[src/rtl/pipe_prefix_addsub.sv]
// Pipelined Kogge-Stone adder/subtractor (ADD/SUB/ADC/SBB) with valid/ready on both sides.
// Optional status flags (out_c/out_v/out_z/out_n) are built only when PPA_FLAGS_EN is defined.
module pipe_prefix_addsub #(
    parameter int WIDTH  = 32,
    parameter int STAGES = 2
) (
    input  logic             clk,
    input  logic             rst_n,
    input  logic             in_valid,
    output logic             in_ready,
    input  logic [WIDTH-1:0] in_a,
    input  logic [WIDTH-1:0] in_b,
    input  logic             in_cin,
    input  logic [1:0]       in_op,
    output logic             out_valid,
    input  logic             out_ready,
    output logic [WIDTH-1:0] out_sum,
    output logic             out_c,
    output logic             out_v,
    output logic             out_z,
    output logic             out_n
);

    localparam int K = $clog2(WIDTH);

    // One beat as it moves through the tree: valid, carry-in, bitwise P (for the
    // final sum), and the running group generate/propagate.
    typedef struct packed {
        logic             v;
        logic             c;
        logic [WIDTH-1:0] x;
        logic [WIDTH-1:0] g;
        logic [WIDTH-1:0] p;
    } node_t;

    // Register boundary m sits after prefix level ceil(m*K/STAGES).
    function automatic bit is_bnd(input int lvl);
        for (int m = 1; m < STAGES; m++) begin
            if ((m * K + STAGES - 1) / STAGES == lvl) return 1'b1;
        end
        return 1'b0;
    endfunction

    logic             adv;
    logic [WIDTH-1:0] b_eff;
    logic             cin_eff;
    logic [WIDTH-1:0] p0;
    logic [WIDTH-1:0] g0;

    assign adv      = ~out_valid | out_ready;
    assign in_ready = adv;

    // op[0] selects inverted B; op[1] selects the external carry, else carry = op[0].
    assign b_eff   = in_op[0] ? ~in_b : in_b;
    assign cin_eff = in_op[1] ? in_cin : in_op[0];
    assign p0      = in_a ^ b_eff;
    // Folding cin into bit 0 makes prefix G[i:0] the carry into bit i+1 directly.
    assign g0      = (in_a & b_eff) | {{(WIDTH-1){1'b0}}, p0[0] & cin_eff};

    for (genvar j = 0; j <= K; j++) begin : g_lvl
        node_t l;
        node_t q;

        if (j == 0) begin : g_in
            assign l = {in_valid, cin_eff, p0, g0, p0};
        end else begin : g_pre
            localparam int D = 1 << (j - 1);
            localparam logic [WIDTH-1:0] LOW = {WIDTH{1'b1}} >> (WIDTH - D);
            node_t s;
            assign s = g_lvl[j-1].q;
            assign l = {s.v, s.c, s.x,
                        s.g | (s.p & (s.g << D)),
                        s.p & ((s.p << D) | LOW)};
        end

        if (is_bnd(j)) begin : g_reg
            // NOTE: the reset here is synchronous and clears data as well as valid,
            // so a reset never leaves stale operands behind a cleared valid bit.
            always_ff @(posedge clk) begin
                if (!rst_n)   q <= '0;
                else if (adv) q <= l;
            end
        end else begin : g_thru
            assign q = l;
        end
    end

    node_t            f;
    logic [WIDTH-1:0] carry;
    logic [WIDTH-1:0] sum_d;
    logic             unused_bits;

    assign f     = g_lvl[K].q;
    assign carry = {f.g[WIDTH-2:0], f.c};
    assign sum_d = f.x ^ carry;

    always_ff @(posedge clk) begin
        if (!rst_n) begin
            out_valid <= 1'b0;
            out_sum   <= '0;
        end else if (adv) begin
            out_valid <= f.v;
            out_sum   <= sum_d;
        end
    end

`ifdef PPA_FLAGS_EN
    // Overflow as carry-into-MSB xor carry-out, equivalent to the sign-compare form.
    always_ff @(posedge clk) begin
        if (!rst_n) begin
            out_c <= 1'b0;
            out_v <= 1'b0;
            out_z <= 1'b0;
            out_n <= 1'b0;
        end else if (adv) begin
            out_c <= f.g[WIDTH-1];
            out_v <= carry[WIDTH-1] ^ f.g[WIDTH-1];
            out_z <= ~|sum_d;
            out_n <= sum_d[WIDTH-1];
        end
    end
    assign unused_bits = ^f.p;
`else
    assign out_c       = 1'b0;
    assign out_v       = 1'b0;
    assign out_z       = 1'b0;
    assign out_n       = 1'b0;
    assign unused_bits = ^{f.p, f.g[WIDTH-1]};
`endif

endmodule

[config.mk]
export PLATFORM = sky130hd
export DESIGN_NAME = pipe_prefix_addsub
export DESIGN_NICKNAME = d
export VERILOG_FILES = /design/src/rtl/pipe_prefix_addsub.sv
export SDC_FILE = /design/constraint.sdc
export NUM_CORES = 1
export LEC_CHECK = 0
export ABC_AREA = 0
export CORE_MARGIN = 2
export CORE_UTILIZATION = 43
export CTS_CLUSTER_SIZE = 30
export DETAILED_ROUTE_END_ITERATION = 16
export PLACE_DENSITY = 0.67
export SYNTH_ARGS = -nofsm -noshare
export SYNTH_HDL_FRONTEND = slang
export SYNTH_SLANG_ARGS = --single-unit
[constraint.sdc]
create_clock -name clk -period 4.2 [get_ports clk]
set_input_delay 0.42 -clock clk [delete_from_list [all_inputs] [get_ports clk]]
set_output_delay 0.42 -clock clk [all_outputs]
set_load 0.005 [all_outputs]
# ---- Yosys cells after proc, flatten, opt, wreduce, memory -nomap -nowiden
# Cells that the tools add are included.
dict set report op_classes {
  mux 2
  bitwise 22
}
# op count
set op_table {}
lappend op_table {{$and 31x31->31} 10}
lappend op_table {{$or 31x31->31} 5}
lappend op_table {{$xor 32x32->32} 2}
lappend op_table {{$mux 32} 1}
lappend op_table {{$not 32->32} 1}
lappend op_table {{$or 31x1->31} 1}
lappend op_table {{$and 1x1->1} 1}
lappend op_table {{$mux 1} 1}
lappend op_table {{$not 1->1} 1}
lappend op_table {{$or 1x1->1} 1}
dict set report totals {
  reg_bits 129
  word_cells 31
}

# ---- Longest topological paths before layout
dict set report depth {
  word_depth 11
  mapped_depth 8
  depth_no_buf 6
}

# ---- Worst setup path after synthesis
# OpenSTA, ideal clock, no wires.
dict set report synth_timing {
  kind {input to register}
  start {in in_op[0]}
  end {reg g_lvl[3].q[61] (netlist bit)}
  setup_ps 126
  t_arrival_ps 1846
  required_time_ps 4074
  path_slack_ps 2228
  cell_stages 8
  n_path_buf 2
  path_cell_list {buf_4 -> buf_2 -> xor2_1 -> ha_1 -> a21oi_1 -> nor2_1 -> a2111oi_2 -> a21oi_1}
}
# element line_no
set synth_lines {}
lappend synth_lines {{from (decl)} 14} ;# input logic [1:0] in_op,
lappend synth_lines {{to (signal assigned)} 81} ;# else if (adv) q <= l;
lappend synth_lines {{to (decl)} 62} ;# node_t q;

# ---- Worst setup path after layout
dict set report layout_timing {
  start {in out_ready}
  end {out in_ready}
}
dict set report layout_between {
  elab_chain_cells 1
}
# element line_no
set layout_lines {}
lappend layout_lines {{from (decl)} 16} ;# input logic out_ready,
lappend layout_lines {{$or 1x1->1} 50} ;# assign adv = ~out_valid | out_ready;
lappend layout_lines {{to (decl)} 10} ;# output logic in_ready,
# No other way between the ends.

==> qor.csv <==
metric,value,unit
maximum clock path buffer count,2,
proportion of layout cells with a drive suffix above 1,4.75,%
pin count of the biggest net entering global routing,128,
DIE HEIGHT,127,um
post-synthesis cell area,6510,um^2
Lkg Pwr,3.17,nW
flop2flop setup slack,2.07,ns
beginning of the worst register-to-register path,out_valid,
initial core utilization,44.5,%
CTS resizes,0,
top cell family by delay on the critical path,buffers and inverters,
die footprint,16100,um^2
data required time at the worst endpoint,3.78,ns
CTS tree,built,
hold path endpoint,out_sum[16],
"logic depth of the worst path, buffers included",4,
share of async-settable or async-resettable flops after synthesis,0,%
cell breakdown of the critical path,clkdlybuf4s50_1 -> nor2b_4 -> inv_4 -> clkdlybuf4s50_1,
CTS clock-pin slew for the worst setup and hold paths,0.06,ns
Yosys warning count,0,
GRT overflow,0,
number of distinct library cell variants in the gate-level netlist after synthesis,45,
top-level port count,109,
final critical-path required period,2.57,ns
flip-flop and latch count after synthesis,121,
total power divided by cell area,439,nW/um^2
routability cong.,0.927,
predominant post-synthesis flop cell,sky130_fd_sc_hd__dfxtp_1,
number of H-tree branching levels,4,
per-cell via count in the routed design,5.55,
setup TNS,0,ns
cell types occupying the most area after synthesis,"sky130_fd_sc_hd__dfxtp_1 (37%), sky130_fd_sc_hd__nand2_1 (7.8%), sky130_fd_sc_hd__ha_1 (6.0%)",
mean area per synthesized cell,8.18,um^2
number of setup violations in the final report,0,
HPWL after detailed placement,12.8,mm
most used cell along the critical path,sky130_fd_sc_hd__clkdlybuf4s50_1,
Min-Delay Path Class,reg2reg,
ANT nets after route,0,
fraction of the yosys area taken by sequential cells,37.2,%
max-cap violations,0,
maximum operating frequency,389,MHz
Avg WL per Cell,16.9,um
cell depth of the worst flop-to-flop path,5,
cell area after placement,7570,um^2
post-route fraction of the period consumed by the critical path,61.2,%
via count,5936,
Worst Setup Slack post-DPL,1.56,ns
number of hold buffers added after CTS,0,
Post-synth EDFFs,0,
Post-Route Utilization,55.7,%
Global Route met1 Usage,35.1,%
clock latency reported for the late side of the worst-skew pair,0.42,ns
most area-hungry cell type in the Yosys netlist,sky130_fd_sc_hd__dfxtp_1,
library cell contributing the largest single delay on the critical path,sky130_fd_sc_hd__clkdlybuf4s50_1,
capturing point of the worst reg2reg path,out_sum[15],
hold path startpoint,out_sum[16],
Max Fanout on Critical Path,71,
worst stage delay on the critical path,0.63,ns
Starting DRT DRC Count,612,
"commonest non-fill, non-tap cells in the layout","sky130_fd_sc_hd__nand2_1 (136), sky130_fd_sc_hd__dfxtp_1 (121), sky130_fd_sc_hd__clkdlybuf4s50_1 (102)",
least setup slack across all paths after layout,1.63,ns
buffer and inverter count on the worst path,3,
buffers added on ports,104,
# Post-CTS Setup Buffers,0,
total wirelength of the detailed-routed design,18.1,mm
critical path class,in2out,
Tot GR Track Use,22.7,%
Worst Hold Path Cells,2,
global-route layer with the greatest usage,met1,
summed area of non-filler cells in the final layout,8160,um^2
headroom to the max-slew limit,25.4,%
M2 GR Usage,31.5,%
first-pass iteration count of the detailed router,5,
nets@finish,977,
"leading cell type in the layout, fill and taps excluded",sky130_fd_sc_hd__nand2_1,
FP Rows,44,
Cells after Synth,796,
TritonCTS Buffers,17,
hold violation total from the final report,0,
DRC,0,
horizontal extent of the die,127,um
met3 Resource Use GR,4.36,%
unrepaired setup endpoints after global routing,no,
number of global-route vias before repair,5451,
slew of the pin with the lowest slew margin,1.12,ns
number of antenna violations at the first check in global routing,0,
CTS Sinks,121,
result of the run,finished clean,
core region area,14600,um^2
sort of element at the start of the critical path,input pin,
"IR drop worst, VDD",275,uV
arrival time reported for the critical path endpoint,2.15,ns
Critical Path End Type,primary output,
wire length of the first global-routing pass,28.9,mm
root buf cell,sky130_fd_sc_hd__clkbuf_16,
number of pins exceeding their max-slew limit in the final report,0,
number of diodes,0,
area share of the leading cell type in the synthesized netlist,37.2,%
Area Overhead vs Synth,25.3,%
clock tree skew after final layout,0.00811,ns
==> synthesized netlist by cell type (8+ instances only) <==
cell,n
sky130_fd_sc_hd__a21boi_1,41
sky130_fd_sc_hd__a21oi_1,70
sky130_fd_sc_hd__a22oi_1,15
sky130_fd_sc_hd__a31oi_1,10
sky130_fd_sc_hd__and2_1,9
sky130_fd_sc_hd__buf_2,25
sky130_fd_sc_hd__buf_4,8
sky130_fd_sc_hd__clkbuf_1,19
sky130_fd_sc_hd__dfxtp_1,121
sky130_fd_sc_hd__ha_1,31
sky130_fd_sc_hd__inv_1,9
sky130_fd_sc_hd__nand2_1,136
sky130_fd_sc_hd__nand3_1,26
sky130_fd_sc_hd__nand4b_1,21
sky130_fd_sc_hd__nor2_1,30
sky130_fd_sc_hd__nor2b_1,20
sky130_fd_sc_hd__nor3_1,8
sky130_fd_sc_hd__o211a_1,11
sky130_fd_sc_hd__o211ai_1,15
sky130_fd_sc_hd__o21ai_0,52
sky130_fd_sc_hd__o21ai_1,17
sky130_fd_sc_hd__o21bai_1,8
sky130_fd_sc_hd__xnor2_1,11
sky130_fd_sc_hd__xor2_1,39
==> power breakdown <==
group / switching (mW) / internal (mW)
Sequential: 0.0758 / 1.27
Clock: 0.522 / 0.948
Combinational: 0.414 / 0.357
==> routing by layer <==
metal / vias to the layer above / part of all wire, %
li1: 2985 / -
met1: 2768 / 53
met2: 169 / 41
met3: 14 / 5.2
met4: 0 / 1.1
met5: - / 0
==> through the flow <==
step | hold WS [ns] | total power [mW] | cells
floorplan | 0.431 | 1.82 | 799
global placement | 0.441 | 2.13 | 1040
detailed placement | 0.445 | 2.13 | 1040
CTS | 0.453 | 3.60 | 1069
global route | 0.473 | 3.75 | 1069
finish | 0.450 | 3.58 | 1069
==> layout make-up <==
| cell class | instances | area (um^2) |
|---|---|---|
| tap | 184 | 230 |
| clock inverter | 9 | 125 |
| inverter | 10 | 40.0 |
| sequential | 121 | 2420 |
| fill | 1384 | 6490 |
| clock buffer | 20 | 457 |
| multi-input combinational | 614 | 3780 |
| timing repair buffer | 111 | 1100 |
==> kinds of logic after synthesis <==
| group | share of synthesized area (%) |
|---|---|
| AND/OR/NAND/NOR | 21.3 |
| other | 0.0576 |
| buffers and inverters | 4.86 |
| multiplexers | 0.154 |
| adder cells (fa/ha/maj) | 5.96 |
| XOR/XNOR | 6.73 |
| flip-flops | 37.2 |
| AO/OA/AOI/OAI | 23.8 |
==> tightest hold or removal path, stage by stage, from the launching register on <==
cell,delay (ns)
sky130_fd_sc_hd__dfxtp_1,0.31
sky130_fd_sc_hd__nand2_1,0.05
sky130_fd_sc_hd__a21boi_1,0.05
==> flip-flops by register name (all words and copies together), names as in the netlist <==
register   cells
out_valid      1
f             33
carry          1
out_sum       32
g_lvl.q       54
==> worst max-delay path by stage <==
stage / end / from / slack (ns)
CTS: in_ready / out_ready / 1.66
detailed placement: out_sum[14] / out_ready / 1.56
floorplan: g_lvl[3].q[61] / in_op[0] / 2.23
global route: in_ready / out_ready / 1.57
global placement: out_sum[14] / out_ready / 1.55
finish: in_ready / out_ready / 1.63
(Power assumes the default switching activity.)
